File: src/rtl/uart_pkg.sv
// ---------------------------------------------------------------------------
// uart_pkg
//   Shared definitions for the buffered UART transmitter:
//   - transmit FSM state encoding
//   - parity-type constants for PAR_TYP
// ---------------------------------------------------------------------------
package uart_pkg;

  localparam logic [2:0] ST_IDLE_ENC   = 3'd0;
  localparam logic [2:0] ST_START_ENC  = 3'd1;
  localparam logic [2:0] ST_DATA_ENC   = 3'd2;
  localparam logic [2:0] ST_PARITY_ENC = 3'd3;
  localparam logic [2:0] ST_STOP_ENC   = 3'd4;

  typedef enum logic [2:0] {
    ST_IDLE   = ST_IDLE_ENC,
    ST_START  = ST_START_ENC,
    ST_DATA   = ST_DATA_ENC,
    ST_PARITY = ST_PARITY_ENC,
    ST_STOP   = ST_STOP_ENC
  } tx_state_e;

  localparam logic PAR_EVEN = 1'b0;
  localparam logic PAR_ODD  = 1'b1;

endpackage

File: src/rtl/uart_tx_sync_fifo.sv
// ---------------------------------------------------------------------------
// uart_tx_sync_fifo
//   Single-clock FIFO holding words waiting to be transmitted.
//   Ports:
//     clk_i, rst_i    clock, asynchronous active-high reset (empties FIFO)
//     push_i          write wr_data_i (ignored when full)
//     wr_data_i       word to write
//     pop_i           advance read pointer (ignored when empty)
//     rd_data_o       word at the head of the FIFO (valid when !empty_o)
//     full_o/empty_o  status flags
//     count_o         words currently stored
// ---------------------------------------------------------------------------
module uart_tx_sync_fifo #(
  parameter int DATA_WIDTH = 8,
  parameter int FIFO_DEPTH = 4
) (
  input  logic                          clk_i,
  input  logic                          rst_i,
  input  logic                          push_i,
  input  logic [DATA_WIDTH-1:0]         wr_data_i,
  input  logic                          pop_i,
  output logic [DATA_WIDTH-1:0]         rd_data_o,
  output logic                          full_o,
  output logic                          empty_o,
  output logic [$clog2(FIFO_DEPTH):0]   count_o
);

  localparam int PTR_W = $clog2(FIFO_DEPTH);
  localparam int CNT_W = PTR_W + 1;

  logic [DATA_WIDTH-1:0] mem_q [FIFO_DEPTH];
  logic [PTR_W-1:0]      wr_ptr_q, rd_ptr_q;
  logic [CNT_W-1:0]      count_q, count_d;
  logic                  push_ok, pop_ok;

  assign full_o    = (count_q == CNT_W'(FIFO_DEPTH));
  assign empty_o   = (count_q == '0);
  assign push_ok   = push_i && !full_o;
  assign pop_ok    = pop_i && !empty_o;
  assign rd_data_o = mem_q[rd_ptr_q];
  assign count_o   = count_q;

  always_comb begin
    count_d = count_q;
    if (push_ok && !pop_ok) begin
      count_d = count_q + 1'b1;
    end else if (pop_ok && !push_ok) begin
      count_d = count_q - 1'b1;
    end
  end

  // Depth is a power of two, so pointers wrap naturally.
  always_ff @(posedge clk_i or posedge rst_i) begin
    if (rst_i) begin
      wr_ptr_q <= '0;
      rd_ptr_q <= '0;
      count_q  <= '0;
    end else begin
      if (push_ok) wr_ptr_q <= wr_ptr_q + 1'b1;
      if (pop_ok)  rd_ptr_q <= rd_ptr_q + 1'b1;
      count_q <= count_d;
    end
  end

  // Storage needs no reset: contents are only read behind a valid count.
  always_ff @(posedge clk_i) begin
    if (push_ok) mem_q[wr_ptr_q] <= wr_data_i;
  end

endmodule

File: src/rtl/uart_tx_buffered.sv
// ---------------------------------------------------------------------------
// uart_tx_buffered
//   UART transmitter with an input FIFO. Frames are start bit, DATA_WIDTH
//   data bits LSB first, optional parity, STOP_BITS stop bits; queued words
//   go out back to back. All FSM progress is gated by BAUD_TICK.
//
//   state  | meaning
//   IDLE   | line high, waiting for a queued word
//   START  | start bit (0) on the line
//   DATA   | data bits, LSB first
//   PARITY | parity bit
//   STOP   | stop bit(s) (1)
//
//   Ports:
//     CLK, RST     clock, asynchronous active-high reset
//     BAUD_TICK    one-cycle strobe per bit period
//     P_DATA       word to queue, written when DATA_VALID && DATA_READY
//     DATA_VALID   P_DATA valid
//     DATA_READY   FIFO not full
//     PAR_EN       parity enable (latched at frame start)
//     PAR_TYP      0 even / 1 odd (latched at frame start)
//     TX_OUT       registered serial line, idle high
//     BUSY         frame in progress
//     FIFO_COUNT   words queued
// ---------------------------------------------------------------------------
module uart_tx_buffered
  import uart_pkg::*;
#(
  parameter int DATA_WIDTH = 8,
  parameter int FIFO_DEPTH = 4,
  parameter int STOP_BITS  = 1
) (
  input  logic                          CLK,
  input  logic                          RST,
  input  logic                          BAUD_TICK,
  input  logic [DATA_WIDTH-1:0]         P_DATA,
  input  logic                          DATA_VALID,
  output logic                          DATA_READY,
  input  logic                          PAR_EN,
  input  logic                          PAR_TYP,
  output logic                          TX_OUT,
  output logic                          BUSY,
  output logic [$clog2(FIFO_DEPTH):0]   FIFO_COUNT
);

  localparam int BCW = $clog2(DATA_WIDTH + 1);

  tx_state_e             state_q;
  logic [DATA_WIDTH-1:0] shift_q;
  logic [BCW-1:0]        bit_cnt_q;
  logic                  stop_cnt_q;
  logic                  par_en_q;
  logic                  par_bit_q;
  logic                  tx_q;

  logic [DATA_WIDTH-1:0] fifo_rd_data;
  logic                  fifo_full, fifo_empty;
  logic                  stop_last;
  logic                  pop_d;
  logic                  par_bit_d;

  assign stop_last = (stop_cnt_q == 1'b0);

  // A word leaves the FIFO when a frame starts, either from IDLE or straight
  // out of the last stop bit. Empty is the pre-push view, so a word written
  // this edge is never popped on the same edge.
  assign pop_d = BAUD_TICK && !fifo_empty &&
                 ((state_q == ST_IDLE) || ((state_q == ST_STOP) && stop_last));

  assign par_bit_d = (^fifo_rd_data) ^ (PAR_TYP == PAR_ODD);

  uart_tx_sync_fifo #(
    .DATA_WIDTH (DATA_WIDTH),
    .FIFO_DEPTH (FIFO_DEPTH)
  ) u_fifo (
    .clk_i     (CLK),
    .rst_i     (RST),
    .push_i    (DATA_VALID),
    .wr_data_i (P_DATA),
    .pop_i     (pop_d),
    .rd_data_o (fifo_rd_data),
    .full_o    (fifo_full),
    .empty_o   (fifo_empty),
    .count_o   (FIFO_COUNT)
  );

  always_ff @(posedge CLK or posedge RST) begin
    if (RST) begin
      state_q    <= ST_IDLE;
      shift_q    <= '0;
      bit_cnt_q  <= '0;
      stop_cnt_q <= 1'b0;
      par_en_q   <= 1'b0;
      par_bit_q  <= 1'b0;
      tx_q       <= 1'b1;
    end else if (BAUD_TICK) begin
      unique case (state_q)
        ST_IDLE: begin
          if (pop_d) begin
            state_q   <= ST_START;
            shift_q   <= fifo_rd_data;
            par_en_q  <= PAR_EN;
            par_bit_q <= par_bit_d;
            tx_q      <= 1'b0;
          end
        end
        ST_START: begin
          state_q   <= ST_DATA;
          tx_q      <= shift_q[0];
          shift_q   <= {1'b0, shift_q[DATA_WIDTH-1:1]};
          bit_cnt_q <= BCW'(DATA_WIDTH - 1);
        end
        ST_DATA: begin
          // bit_cnt_q counts data bits still to be placed on the line.
          if (bit_cnt_q == '0) begin
            if (par_en_q) begin
              state_q <= ST_PARITY;
              tx_q    <= par_bit_q;
            end else begin
              state_q    <= ST_STOP;
              tx_q       <= 1'b1;
              stop_cnt_q <= 1'(STOP_BITS - 1);
            end
          end else begin
            tx_q      <= shift_q[0];
            shift_q   <= {1'b0, shift_q[DATA_WIDTH-1:1]};
            bit_cnt_q <= bit_cnt_q - 1'b1;
          end
        end
        ST_PARITY: begin
          state_q    <= ST_STOP;
          tx_q       <= 1'b1;
          stop_cnt_q <= 1'(STOP_BITS - 1);
        end
        ST_STOP: begin
          if (!stop_last) begin
            stop_cnt_q <= stop_cnt_q - 1'b1;
          end else if (pop_d) begin
            state_q   <= ST_START;
            shift_q   <= fifo_rd_data;
            par_en_q  <= PAR_EN;
            par_bit_q <= par_bit_d;
            tx_q      <= 1'b0;
          end else begin
            state_q <= ST_IDLE;
            tx_q    <= 1'b1;
          end
        end
        default: begin
          state_q <= ST_IDLE;
          tx_q    <= 1'b1;
        end
      endcase
    end
  end

  assign TX_OUT     = tx_q;
  assign BUSY       = (state_q != ST_IDLE);
  assign DATA_READY = !fifo_full;

endmodule

File: config.mk
export PLATFORM = sky130hd
export DESIGN_NAME = uart_tx_buffered
export DESIGN_NICKNAME = d
export VERILOG_FILES = /design/src/rtl/uart_pkg.sv /design/src/rtl/uart_tx_sync_fifo.sv /design/src/rtl/uart_tx_buffered.sv
export SDC_FILE = /design/constraint.sdc
export NUM_CORES = 1
export LEC_CHECK = 0
export ABC_AREA = 1
export BUFFER_PORTS_ARGS = -buffer_cell sky130_fd_sc_hd__buf_2
export CORE_UTILIZATION = 59
export DETAILED_ROUTE_END_ITERATION = 10
export PLACE_DENSITY_LB_ADDON = 0.1
export SLEW_MARGIN = 10
export SYNTH_ARGS = -nofsm -noshare
export SYNTH_HDL_FRONTEND = slang
export SYNTH_SLANG_ARGS = --single-unit
File: constraint.sdc
create_clock -name CLK -period 2.5 [get_ports CLK]
set_clock_uncertainty 0.1 [all_clocks]
set_input_delay 0.5 -clock CLK [delete_from_list [all_inputs] [get_ports CLK]]
set_output_delay 0.5 -clock CLK [all_outputs]
set_load 0.02 [all_outputs]
==> impl_metrics.ini <==
[place]
portBuffers = 19
pre_cts_slack_ns = 0.218
dp_hpwl_um = 3430
gp_congestion = 0.754

[cts]
numClockSinks = 57
clk_pin_slew_ns = 0.07
cts_setup_buffers = 0
holdBufCountCts = 0
clkLatencyLatePin_ns = 0.33
cts_resized = 0
cts-htree-levels = 3
clock-root-buffer = clkbuf_8
cts_buffers = 9
tritoncts = built
clk_path_buf_depth = 2

[layout]
nets = 340
multi_input_comb_area_um2 = 987
layout_commonest_cell = nand2_1
nFillCells = 347
areaGrowthSynthToFinish_pct = 14.1
seqCellArea_um2 = 1590
drive_gt1_frac = 0.180
layout_common_cells = nand2_1, edfxtp_1, nand3_1
n_antenna_cell = 0

[timing]
fin_crit_ns = 2.27
fin_crit_sh = 0.907
rsz0062_at_grt = false
finalSetupViolCount = 0
worst_pin_slew_ns = 0.541
fmax_mhz = 441
slew_headroom = 0.638
maxSlewViolCount = 0
tns_ns = 0
finalHoldViolCount = 0
setup_ws_ns = 0.233

[drt]
firstDrtPassIters = 4
drt-met1-wl_um = 2200
ant_nets = 0
wl_met2_um = 2590
avgRoutedWirePerCell_um = 13.4
vias_per_cell = 5.29
highest_layer = met4
routed_wl_um = 5020
wl_met3_um = 193
drc = 0
via_count = 1978
drt_iter0_drc = 150

[synth]
seq_area_frac_synth = 0.578
async_flop_share = 0.439
ys_types = 33
ys_ff_latch = 57
synth.yosys.warnings = 0
synth_edf_count = 32
synthFlopType = edfxtp_1
synth_area_um2 = 2750
avgSynthCellArea_um2 = 9.64
syn_nets = 307
synth_cells = 285

[critical_path]
crit_required_ns = 2.61
start_kind = flop
path_class = flop to flop
cp_max_fo = 5
worstPathArrival_ns = 2.38
endpoint_kind = flop

[global_route]
grt_overflow = 0
grtUsageTotal = 0.238
grt_pass1_vias = 1998
grt_max_degree = 26
grt_pass1_wl_um = 8810
antenna_found_initial = 0

[floorplan]
num_rows = 24
coreArea_um2 = 4410
die_h_um = 70.2
die_w_um = 70.2
start_util = 0.622
io_pins = 20
dieArea_um2 = 4930

[power]
clkPwrFrac = 0.216
combPwrFrac = 0.426
p_int_mw = 2.53
p_leak_nw = 1.42
switching_share = 0.406
p_per_area_nw_per_um2 = 1360
pwr-share-seq = 0.358
irDropWorstVdd_v = 0.000781
p_switching_mw = 1.73

[run]
maxCapViolCount = 0

[min_path]
hold_path_class = input pin to async pin

[outcome]
outcome = completed
cell usage after synthesis (2+ instances only):
| cell | n | share of area |
|---|---|---|
| edfxtp_1 | 32 | 0.35 |
| inv_1 | 25 | 0.034 |
| inv_2 | 4 | 0.0055 |
| nand2_1 | 95 | 0.13 |
| clkinv_2 | 2 | 0.0036 |
| nor3_4 | 2 | 0.012 |
| buf_6 | 2 | 0.0082 |
| xnor2_1 | 2 | 0.0064 |
| xor2_1 | 2 | 0.0064 |
| o21a_1 | 7 | 0.019 |
| buf_2 | 2 | 0.0036 |
| buf_4 | 2 | 0.0055 |
| o21ai_0 | 14 | 0.026 |
| a21oi_1 | 2 | 0.0036 |
| nor2_1 | 13 | 0.018 |
| nor3_1 | 2 | 0.0036 |
| ha_1 | 7 | 0.032 |
| o211ai_1 | 6 | 0.016 |
| dfrtp_1 | 24 | 0.22 |
| nand3_1 | 27 | 0.049 |
metal layers:
| layer | GRT usage | up-vias |
|---|---|---|
| li1 | - | 1007 |
| met1 | 0.294 | 926 |
| met2 | 0.398 | 39 |
| met3 | 0.0534 | 6 |
| met4 | 0.109 | 0 |
| met5 | 0 | - |
area by class of cell:
| cell class | count | area share |
|---|---|---|
| well taps | 52 | 0.0208 |
| clock buffers | 9 | 0.0395 |
| multi-input cells | 190 | 0.315 |
| repair buffers | 28 | 0.0519 |
| inverters | 32 | 0.0399 |
| clock inverters | 6 | 0.0267 |
| flip-flops and latches | 57 | 0.506 |
final timing paths:
check	startpoint	end	slack [ns]	depth (start not counted)
setup / recovery	u_fifo.count_o[1]$_DFFE_PP0P_	u_fifo.count_o[2]$_DFFE_PP0P_	0.23	9
hold / removal	RST	u_fifo.rd_ptr_q[1]$_DFFE_PP0P_	0.10	3
setup reg to reg	u_fifo.count_o[1]$_DFFE_PP0P_	u_fifo.count_o[2]$_DFFE_PP0P_	0.23	9
hold reg to reg	bit_cnt_q[2]$_DFFE_PP0P_	bit_cnt_q[2]$_DFFE_PP0P_	0.39	2
max in group asynchronous	RST	TX_OUT$_DFFE_PP1P_	1.90	3
min in group CLK	PAR_EN	par_en_q$_DFFE_PP0P_	0.28	3
worst max-delay path, stage by stage (launching register included):
cell and delay, ns:
dfrtp_1 0.44, nor3_1 0.47, nor3_4 0.05, inv_1 0.11, ha_1 0.15, inv_1 0.07, fa_1 0.39, a21oi_1 0.14
o21ai_0 0.11, xnor2_1 0.13
per-stage QoR:
| stage | utilization | cells | total power [mW] | hold slack [ns] | cell area, um^2 |
|---|---|---|---|---|---|
| after detailed placement | 0.663 | 359 | 3.36 | 0.380 | 2930 |
| after global routing | 0.710 | 374 | 4.65 | 0.162 | 3140 |
| after CTS | 0.710 | 374 | 4.29 | 0.111 | 3140 |
| after global placement | 0.663 | 359 | 3.28 | 0.375 | 2930 |
| after floorplan | - | 285 | 2.92 | 0.344 | 2750 |
| final | 0.710 | 374 | 4.25 | 0.103 | 3140 |
logic make-up after synthesis:
| family | Yosys count | synth area share |
|---|---|---|
| simple gates | 143 | 0.223 |
| fa+ha+maj | 8 | 0.0392 |
| buf+inv | 38 | 0.0628 |
| mux | 1 | 0.00410 |
| compound gates | 34 | 0.0806 |
| flops | 57 | 0.578 |
| xor+xnor | 4 | 0.0128 |
state kept, by name, indices dropped and copies added (netlist names):
register	count
u_fifo.mem_q	32
shift_q	8
bit_cnt_q	4
state_q	3
u_fifo.count_o	3
u_fifo.rd_ptr_q	2
u_fifo.wr_ptr_q	2
TX_OUT	1
par_bit_q	1
par_en_q	1
power by group through the flow:
stage	Combinational, mW	Sequential, mW	Clock [mW]
finish	1.81	1.52	0.918
global placement	1.76	1.53	0
floorplan	1.43	1.49	0
global route	2.11	1.56	0.974
CTS	1.83	1.52	0.934
detailed placement	1.82	1.54	0
Note: power is estimated with default switching activity, not from simulation.
